**config.mk**
```make
export PLATFORM = sky130hd
export DESIGN_NAME = pdh_pid
export DESIGN_NICKNAME = d
export VERILOG_FILES = /design/src/rtl/pdh_pkg.sv /design/src/rtl/pdh_pid_sat_clip.sv /design/src/rtl/pdh_pid.sv
export SDC_FILE = /design/constraint.sdc
export NUM_CORES = 2
export LEC_CHECK = 0
export ABC_AREA = 1
export CAP_MARGIN = 20
export CORE_MARGIN = 2
export CORE_UTILIZATION = 59
export DETAILED_ROUTE_END_ITERATION = 6
export PLACE_DENSITY = 0.83
export SYNTH_ARGS = -nofsm -noshare
export SYNTH_HDL_FRONTEND = slang
export SYNTH_SLANG_ARGS = --single-unit
```
**constraint.sdc**
```tcl
create_clock -name clk -period 5.8 [get_ports clk]
set_clock_uncertainty 0.1 [all_clocks]
set_input_delay 0.58 -clock clk [delete_from_list [all_inputs] [get_ports clk]]
set_output_delay 0.58 -clock clk [all_outputs]
set_load 0.02 [all_outputs]
```
**src/rtl/pdh_pkg.sv**
```systemverilog
// Shared widths, gain type and DAC constants for the PDH PID servo path.
// Latency: none (constants and types only).
// Backpressure: none (no logic).
package pdh_pkg;
    localparam int ERR_W   = 16;   // error / setpoint sample width
    localparam int GAIN_W  = 16;   // kp/ki/kd width
    localparam int INTEG_W = 32;   // integrator accumulator width
    localparam int SUM_W   = INTEG_W + 2;   // p + integ + d without overflow

    localparam logic [13:0] DAC_MIDSCALE = 14'h2000;
    localparam int          DAC_MIN_S    = -8192;
    localparam int          DAC_MAX_S    = 8191;

    typedef logic signed [GAIN_W-1:0]  gain_t;   // Q1.15 gain
    typedef logic signed [ERR_W-1:0]   err_t;
    typedef logic signed [INTEG_W-1:0] integ_t;
endpackage

```
**src/rtl/pdh_pid_sat_clip.sv**
```systemverilog
// Parameterised signed saturator: narrows IN_W to OUT_W, clamping to the output range.
// Latency: combinational.
// Backpressure: none.
module sat_clip #(
    parameter int IN_W  = 17,
    parameter int OUT_W = 16
) (
    input  logic signed [IN_W-1:0]  din,
    output logic signed [OUT_W-1:0] dout,
    output logic                    clipped
);
    // Out of range whenever the bits above the output sign bit disagree with the input sign.
    always_comb begin
        dout    = din[OUT_W-1:0];
        clipped = 1'b0;
        if (din[IN_W-1:OUT_W-1] != {(IN_W-OUT_W+1){din[IN_W-1]}}) begin
            clipped = 1'b1;
            dout    = din[IN_W-1] ? {1'b1, {(OUT_W-1){1'b0}}} : {1'b0, {(OUT_W-1){1'b1}}};
        end
    end
endmodule

```
**src/rtl/pdh_pid.sv**
```systemverilog
// PID servo: rotated PDH error in, 14-bit offset-binary DAC code out; optional derivative via PDH_PID_DERIV_EN.
// Latency: 3 cycles from err_valid_i to out_valid_o, one sample per clock.
// Backpressure: none; every valid input produces exactly one output strobe.
module pdh_pid
    import pdh_pkg::*;
#(
    parameter int OUT_SHIFT      = 16,
    parameter int DAC_DATA_WIDTH = 14
) (
    input  logic                      clk,
    input  logic                      rst,
    input  logic signed [ERR_W-1:0]   err_i,
    input  logic                      err_valid_i,
    input  logic signed [ERR_W-1:0]   setpoint_i,
    input  logic signed [GAIN_W-1:0]  kp_i,
    input  logic signed [GAIN_W-1:0]  ki_i,
    input  logic signed [GAIN_W-1:0]  kd_i,
    input  logic                      enable_i,
    input  logic                      hold_i,
    output logic [DAC_DATA_WIDTH-1:0] dac_o,
    output logic                      out_valid_o,
    output logic                      sat_o
);
    // ---------------- S1: error and error difference ----------------
    logic signed [ERR_W:0] diff_e;
    err_t                  e_s1;
    logic                  e_clip;
    err_t                  e_r;
    logic                  v1_r;

    assign diff_e = {err_i[ERR_W-1], err_i} - {setpoint_i[ERR_W-1], setpoint_i};

    sat_clip #(.IN_W(ERR_W + 1), .OUT_W(ERR_W)) u_sat_e (
        .din(diff_e), .dout(e_s1), .clipped(e_clip)
    );

    // S1 register: capture the saturated error only on valid samples.
    always_ff @(posedge clk) begin
        if (rst) begin
            v1_r <= 1'b0;
            e_r  <= '0;
        end else begin
            v1_r <= err_valid_i;
            if (err_valid_i) e_r <= e_s1;
        end
    end

    integ_t d_s2;

`ifdef PDH_PID_DERIV_EN
    err_t                  e_prev_r;
    err_t                  de_s1;
    err_t                  de_r;
    logic                  de_clip;
    logic signed [ERR_W:0] diff_de;

    assign diff_de = {e_s1[ERR_W-1], e_s1} - {e_prev_r[ERR_W-1], e_prev_r};

    sat_clip #(.IN_W(ERR_W + 1), .OUT_W(ERR_W)) u_sat_de (
        .din(diff_de), .dout(de_s1), .clipped(de_clip)
    );

    // Previous-error tracker; cleared while disabled so re-enable gives no stale kick.
    always_ff @(posedge clk) begin
        if (rst || !enable_i) begin
            e_prev_r <= '0;
        end else if (err_valid_i) begin
            e_prev_r <= e_s1;
        end
    end

    // S1 register for the error difference.
    always_ff @(posedge clk) begin
        if (rst) begin
            de_r <= '0;
        end else if (err_valid_i) begin
            de_r <= de_s1;
        end
    end

    assign d_s2 = integ_t'(kd_i) * integ_t'(de_r);

    logic unused_clip;
    assign unused_clip = e_clip ^ de_clip;
`else
    assign d_s2 = '0;

    logic unused_clip;
    assign unused_clip = e_clip ^ (^kd_i);
`endif

    // ---------------- S2: products and integrator ----------------
    integ_t                  p_s2;
    integ_t                  ki_e;
    logic signed [INTEG_W:0] integ_sum;
    integ_t                  integ_next;
    logic                    integ_clip;
    integ_t                  p_r;
    integ_t                  d_r;
    integ_t                  integ_r;
    logic                    v2_r;

    assign p_s2      = integ_t'(kp_i) * integ_t'(e_r);
    assign ki_e      = integ_t'(ki_i) * integ_t'(e_r);
    assign integ_sum = {integ_r[INTEG_W-1], integ_r} + {ki_e[INTEG_W-1], ki_e};

    sat_clip #(.IN_W(INTEG_W + 1), .OUT_W(INTEG_W)) u_sat_integ (
        .din(integ_sum), .dout(integ_next), .clipped(integ_clip)
    );

    // Saturating integrator: disable clears (and beats hold), hold freezes.
    always_ff @(posedge clk) begin
        if (rst || !enable_i) begin
            integ_r <= '0;
        end else if (v1_r && !hold_i) begin
            integ_r <= integ_next;
        end
    end

    // S2 register for the proportional and derivative terms.
    always_ff @(posedge clk) begin
        if (rst) begin
            v2_r <= 1'b0;
            p_r  <= '0;
            d_r  <= '0;
        end else begin
            v2_r <= v1_r;
            if (v1_r) begin
                p_r <= p_s2;
                d_r <= d_s2;
            end
        end
    end

    // ---------------- S3: sum, scale, clip, offset ----------------
    logic signed [SUM_W-1:0]          sum_s3;
    logic signed [SUM_W-1:0]          u_s3;
    logic signed [DAC_DATA_WIDTH-1:0] u_clip;
    logic                             u_sat;

    assign sum_s3 = SUM_W'(p_r) + SUM_W'(integ_r) + SUM_W'(d_r);
    assign u_s3   = sum_s3 >>> OUT_SHIFT;

    sat_clip #(.IN_W(SUM_W), .OUT_W(DAC_DATA_WIDTH)) u_clip_out (
        .din(u_s3), .dout(u_clip), .clipped(u_sat)
    );

    // Output register: offset-binary is the clipped two's-complement with its MSB flipped.
    always_ff @(posedge clk) begin
        if (rst) begin
            dac_o       <= DAC_DATA_WIDTH'(DAC_MIDSCALE);
            out_valid_o <= 1'b0;
            sat_o       <= 1'b0;
        end else begin
            out_valid_o <= v2_r;
            if (v2_r) begin
                if (enable_i) begin
                    dac_o <= {~u_clip[DAC_DATA_WIDTH-1], u_clip[DAC_DATA_WIDTH-2:0]};
                    sat_o <= u_sat;
                end else begin
                    dac_o <= DAC_DATA_WIDTH'(DAC_MIDSCALE);
                    sat_o <= 1'b0;
                end
            end
        end
    end

    logic unused_integ_clip;
    assign unused_integ_clip = integ_clip;
endmodule

```
; Word-level counts from Yosys, hierarchy flattened
; Index checks and enable logic that the tools add are counted.
[totals]
ff_bits = 98
in_bits = 85
output_inout_bits = 16
[classes]
add_sub_neg = 3
n_mul = 2
n_eq_ne = 3
muxes = 9
n_bitwise = 1
n_reduce_logical = 4
[ops]
columns = op, count
row1 = adder 32 x 32 -> 33 bit, 2
row2 = multiplier 16 x 16 -> 32 bit, 2
row3 = two-way mux 32 bit, 2
row4 = two-way mux 14 bit, 3
row5 = two-way mux 16 bit, 2
row6 = subtractor 16 x 16 -> 17 bit, 1
row7 = inequality test 4 bit, 1
row8 = zero test 1 bit, 2
row9 = two-way mux 1 bit, 2
row10 = inequality test 1 bit, 2
row11 = logical AND 1 bit, 1
row12 = logical OR 1 bit, 1
row13 = inverter 1 bit, 1

; Longest topological paths before layout
[depth]
word_depth = 5
depth_mapped = 31
ltp_nobuf = 28

; Modules after synthesis
; From an unflattened synthesis, not the netlist that was laid out.
[hier_totals]
hier_cells = 4124
area_unflattened_um2 = 29742.3
[modules_own_cells]
columns = mod, n_inst, cells_each, area_per_inst_um2
row1 = pdh_pid, 1, 3936, 28756.3
row2 = sat_clip (u_sat_integ), 1, 77, 404.1
row3 = sat_clip (u_clip_out), 1, 72, 369.1
row4 = sat_clip (u_sat_e), 1, 39, 212.7

; Least setup slack after synthesis
; Ideal clock, no wire load.
[synth_timing]
path_kind = input -> register
startpoint = in ki_i[15]
endpoint = reg integ_r[30]
setup_ns = 0.122
arrival_time_ns = 5.946
required_time_ns = 5.578
slack_ns = -0.368
path_stages = 26
path_buffers = 2
cell_sequence = clkbuf_1 nand2_1 fa_1 inv_1 fa_1 inv_1 fa_1 fa_1 inv_1 fa_1 inv_1 fa_1 inv_1 ha_1 inv_2 nor3_1 nand2_1 nor4_2 nand2_1 nand2b_1 nand2_1 nand3_2 nand2_4 inv_4 buf_6 a21oi_2
[synth_between]
elab_chain_cells = 4
word_cells_on_any_way = 5
cone_classes = 1 x add/sub / 1 x mul / 1 x eq/ne / 2 x mux
[synth_lines]
columns = item, line_no
row1 = "start, declared", pdh_pid.sv:16  ; input logic signed [GAIN_W-1:0] ki_i,
row2 = multiplier 16 x 16 -> 32 bit (*), pdh_pid.sv:104  ; assign ki_e = integ_t'(ki_i) * integ_t'(e_r);
row3 = adder 32 x 32 -> 33 bit (*), pdh_pid.sv:105  ; assign integ_sum = {integ_r[INTEG_W-1], integ_r} + {ki_e[INTEG_W-1], ki_e};
row4 = two-way mux 32 bit or inequality test 1 bit (tied branches), "pdh_pid_sat_clip.sv:18, pdh_pid_sat_clip.sv:16"
row5 = two-way mux 32 bit (*), pdh_pid_sat_clip.sv:16  ; if (din[IN_W-1:OUT_W-1] != {(IN_W-OUT_W+1){din[IN_W-1]}}) begin
row6 = "end signal, assigned", pdh_pid.sv:116  ; integ_r <= integ_next;
row7 = "end, declared", pdh_pid.sv:100  ; integ_t integ_r;
; Every way passes the cells marked *; elsewhere a longest branch is shown, timed or not.
; A chain may end at the register's enable or synchronous reset.

; Worst setup path after layout
[layout_timing]
startpoint = reg e_r[5]
endpoint = reg integ_r[29]
[layout_between]
elab_chain_cells = 4
word_cells_on_any_way = 5
cone_classes = 1 x add/sub / 1 x mul / 1 x eq/ne / 2 x mux
[layout_lines]
columns = item, line_no
row1 = "start, declared", pdh_pid.sv:28  ; err_t e_r;
row2 = "start signal, assigned", pdh_pid.sv:44  ; if (err_valid_i) e_r <= e_s1;
row3 = multiplier 16 x 16 -> 32 bit (*), pdh_pid.sv:104
row4 = adder 32 x 32 -> 33 bit (*), pdh_pid.sv:105
row5 = two-way mux 32 bit or inequality test 1 bit (tied branches), "pdh_pid_sat_clip.sv:18, pdh_pid_sat_clip.sv:16"
row6 = two-way mux 32 bit (*), pdh_pid_sat_clip.sv:16
; Marked as above.

==> results by stage <==
Die:
- The area of the die is 50,000 µm².
- The placeable core region is approximately 48,000 µm².
- The initial utilization of the core area, before any placement, comes to 0.597.
- The number of top-level pins is 101.
- In this run the vertical extent of the chip is between 200 and 250 µm.
- The floorplan has 80 rows.
- The horizontal die dimension is between 200 and 250 µm.

Synth:
- The share of synthesized flip-flops with an asynchronous set or reset is 0.
- Of the total synthesized cell area, the portion taken by XOR and XNOR cells is 0.0240.
- The area fraction in and, or, nand and nor cells after synthesis is 0.178.
- The mapped cell area is about 28,000 µm².
- Yosys mapped the design onto 51 distinct sky130hd cell types.
- The compound-gate portion of the synthesized area is 0.0718.
- Counting flops and latches in the post-synthesis netlist gives around 100.
- The sequential element share of the synthesized area is 0.0690.
- For this run, the number of Yosys warnings is 0.
- The most used flip-flop cell after synthesis is dfxtp_1.
- The number of nets in the synthesized netlist is approximately 4,600.
- After synthesis, the share of cell area in mux cells is 0.
- The average instance area after synthesis is 7.55 µm².
- After synthesis, the largest family of logic cells by area is adder cells.
- The arithmetic-cell share of the synthesized area counting full adders, half adders and majority gates is 0.497.
- The count of flip-flops with a built-in enable after synthesis is 0.
- The synthesized netlist cell count is 3,768.

GRT:
- For this run, the total global-route usage over all layers was measured as 0.353.
- The total global routing overflow is 0.
- Entering global routing, the biggest net connects 49 pins.
- The number of global-route vias before repair is 27,600.
- The first global-routing pass estimated 139,000 µm of wire.
- The number of antenna violations at the first check in global routing is 5.

STA:
- The post-layout worst setup margin is -1.23 ns.
- The aggregate negative setup slack is -37.29 ns.
- The count of final max-slew check failures was 0.
- Headroom to the max-slew limit came out at 0.454.
- For the pin with the worst max-slew slack, the measured transition is 0.818 ns.
- The final critical path time including I/O delays and setup is approximately 7 ns.
- The number of failing setup endpoints in the final timing report is 43.
- The share of the cycle needed by the critical path after routing is 1.21.
- Setup repair after global routing could not meet its margin everywhere.
- Based on the critical path, the design can be clocked at up to 0.142 GHz.
- The count of endpoints failing hold in the final timing report came to 0.

CTS:
- TritonCTS built the clock tree.
- The number of buffers added to fix hold violations after cts is 0.
- The later pin in the worst-skew pair is clocked with a latency of ~0.35 ns.
- The buffer levels on the longest clock path is 2.
- The cell at the root of the clock tree is clkbuf_16.
- The number of buffers created by CTS is 9.
- The deepest level of the CTS H-tree is 3.
- The clock drives 98 sinks.
- The clock edge transition at the registers on the reported setup and hold paths is about 0.08 ns.

Cells and area:
- The number of nets in the layout is 5,041.
- The library cell used most frequently in the layout, excluding fill and tap cells, is inv_1.
- The core utilization of the finished layout is 0.752.
- In the layout the commonest cells are 988 x inv_1, 808 x nand2_1, 529 x fa_1, 348 x buf_4, 195 x ha_1.
- In the final layout, the share of cells above drive strength 1 is 0.216.
- The area growth from synthesis to final layout is 26.0%.
- The finished layout holds roughly 4,800 standard cells, fillers aside.

Detailed routing:
- After detailed routing, the number of vias per cell comes to between 5 and 6.
- The total wirelength of the detailed-routed design is about 100,000 µm.
- The first detailed-routing pass ran for 7 iterations.
- Dividing the detail-routed wire length by the instance count gives 21.0 µm.
- The number of nets with antenna violations after routing is 0.
- The starting DRC count in detailed routing is ~3,500.
- The post-route DRC violation count is 25.
- Detailed routing inserted a total of between 20,000 and 30,000 vias.

Worst setup path:
- For flop-to-flop paths, the worst setup slack is -1.23 ns.
- The sort of element at the start of the critical path is a register.
- The endpoint required time on the critical path is between 5 and 6 ns.
- In this run the worst path has a maximum fanout of 12.
- The sort of element at the end of the critical path is a register.
- The critical path class is register to register.
- The data arrival time of the critical path is 7.23 ns.

Placed design:
- After legalization and detailed placement, the total HPWL measured approximately 64,000 µm.
- The count of input and output buffers is between 80 and 90.
- The number of cells after detailed placement is 4,670.
- Routability-driven placement finished with a final weighted congestion of 0.954.

Min path:
- The class of the tightest hold or removal check is register to register.

Status:
- The checks that failed: design-rule violations, negative setup slack.
- The run finished, with violations left.

Job:
- The number of max-capacitance violations reported is 0.
cell usage after synthesis, types with 8 or more instances:
| master | number | area, µm² |
|---|---|---|
| a21o_1 | 9 | 67.6 |
| a21oi_1 | 154 | 771 |
| a21oi_2 | 24 | 210 |
| a31oi_1 | 8 | 50.1 |
| clkbuf_1 | 136 | 510 |
| dfxtp_1 | 98 | 1960 |
| fa_1 | 562 | 11300 |
| ha_1 | 230 | 2880 |
| inv_1 | 1046 | 3930 |
| nand2_1 | 889 | 3340 |
| nand2_2 | 17 | 106 |
| nand3_1 | 85 | 425 |
| nand3b_1 | 8 | 60.1 |
| nand4_1 | 19 | 119 |
| nor2_1 | 169 | 634 |
| nor3_1 | 17 | 85.1 |
| o211ai_1 | 10 | 75.1 |
| o21ai_0 | 109 | 546 |
| o21bai_1 | 11 | 82.6 |
| or2_2 | 17 | 106 |
| xnor2_1 | 34 | 298 |
| xor2_1 | 44 | 385 |
sequential cells by signal, summed over array words and instances, names as in the netlist:
signal and flops:
integ_r 32, e_r 16, sat_o 1, p_r 32, dac_o 14, v1_r 1
v2_r 1, out_valid_o 1
worst max-delay path, cell delays in order, from the launching register on:
cell and delay, ns:
dfxtp_2 0.34, buf_12 0.16, buf_16 0.17, nand2_1 0.22, inv_1 0.13, fa_1 0.53
inv_1 0.07, fa_2 0.48, fa_1 0.39, inv_1 0.12, fa_1 0.49, fa_1 0.80
inv_1 0.25, fa_1 0.56, inv_2 0.05, ha_4 0.17, inv_1 0.22, nand2_2 0.22
a21oi_4 0.25, buf_4 0.16, o21ai_2 0.06, buf_4 0.16, nand2_1 0.05, o211ai_1 0.16
a21oi_2 0.18, xor2_1 0.26, nand2_2 0.09, a21oi_2 0.11
path summary, 6_finish.rpt:
kind	start	to	cells after the start
hold / removal	dac_o[10]	dac_o[10]	2
setup reg to reg	e_r[5]	integ_r[29]	27
hold reg to reg	dac_o[10]	dac_o[10]	2
setup / recovery	e_r[5]	integ_r[29]	27
layout make-up:
| class | count | area, µm² |
|---|---|---|
| multi-input combinational | 2468 | 23600 |
| fill | 2960 | 11800 |
| timing repair buffer | 530 | 5100 |
| inverter | 1054 | 4000 |
| sequential | 98 | 1990 |
| tap | 615 | 769 |
| clock buffer | 10 | 239 |
| clock inverter | 5 | 86.3 |
| timing repair inverter | 3 | 52.6 |
| antenna | 5 | 12.5 |
per-layer routing:
| layer | up-vias | share of wire | global-route usage |
|---|---|---|---|
| li1 | 11800 | - | - |
| met1 | 13100 | 0.34 | 0.462 |
| met2 | 2213 | 0.44 | 0.578 |
| met3 | 817 | 0.13 | 0.0605 |
| met4 | 6 | 0.085 | 0.160 |
| met5 | - | 0.0011 | 0 |
per-stage QoR:
stage          hold slack, ns  area (µm²)  worst slack (ns)
3_5_place_dp            0.361       32700             -1.06
2_1_floorplan           0.349       28800           -0.0134
4_1_cts                 0.375       34600            -0.279
3_3_place_gp            0.349       32700            -0.918
6_report                0.373       35800             -1.23
5_1_grt                 0.402       35800             -1.39
kinds of logic after synthesis:
group | after synthesis
flip-flops | 98
XOR/XNOR | 78
adder cells (fa/ha/maj) | 792
buffers and inverters | 1202
AND/OR/NAND/NOR | 1242
AO/OA/AOI/OAI | 356
what timing repair did:
item / in CTS / in global routing
setup endpoints to repair: 51 / 52
hold endpoints to repair: 0 / 0
gates cloned: 12 / 5
resized for setup: 312 / 269
setup buffers: 48 / 40
pin swaps: 107 / 135
Power is not shown: default switching activity piles up to over one toggle a cycle in this logic, so the estimate is an artifact.
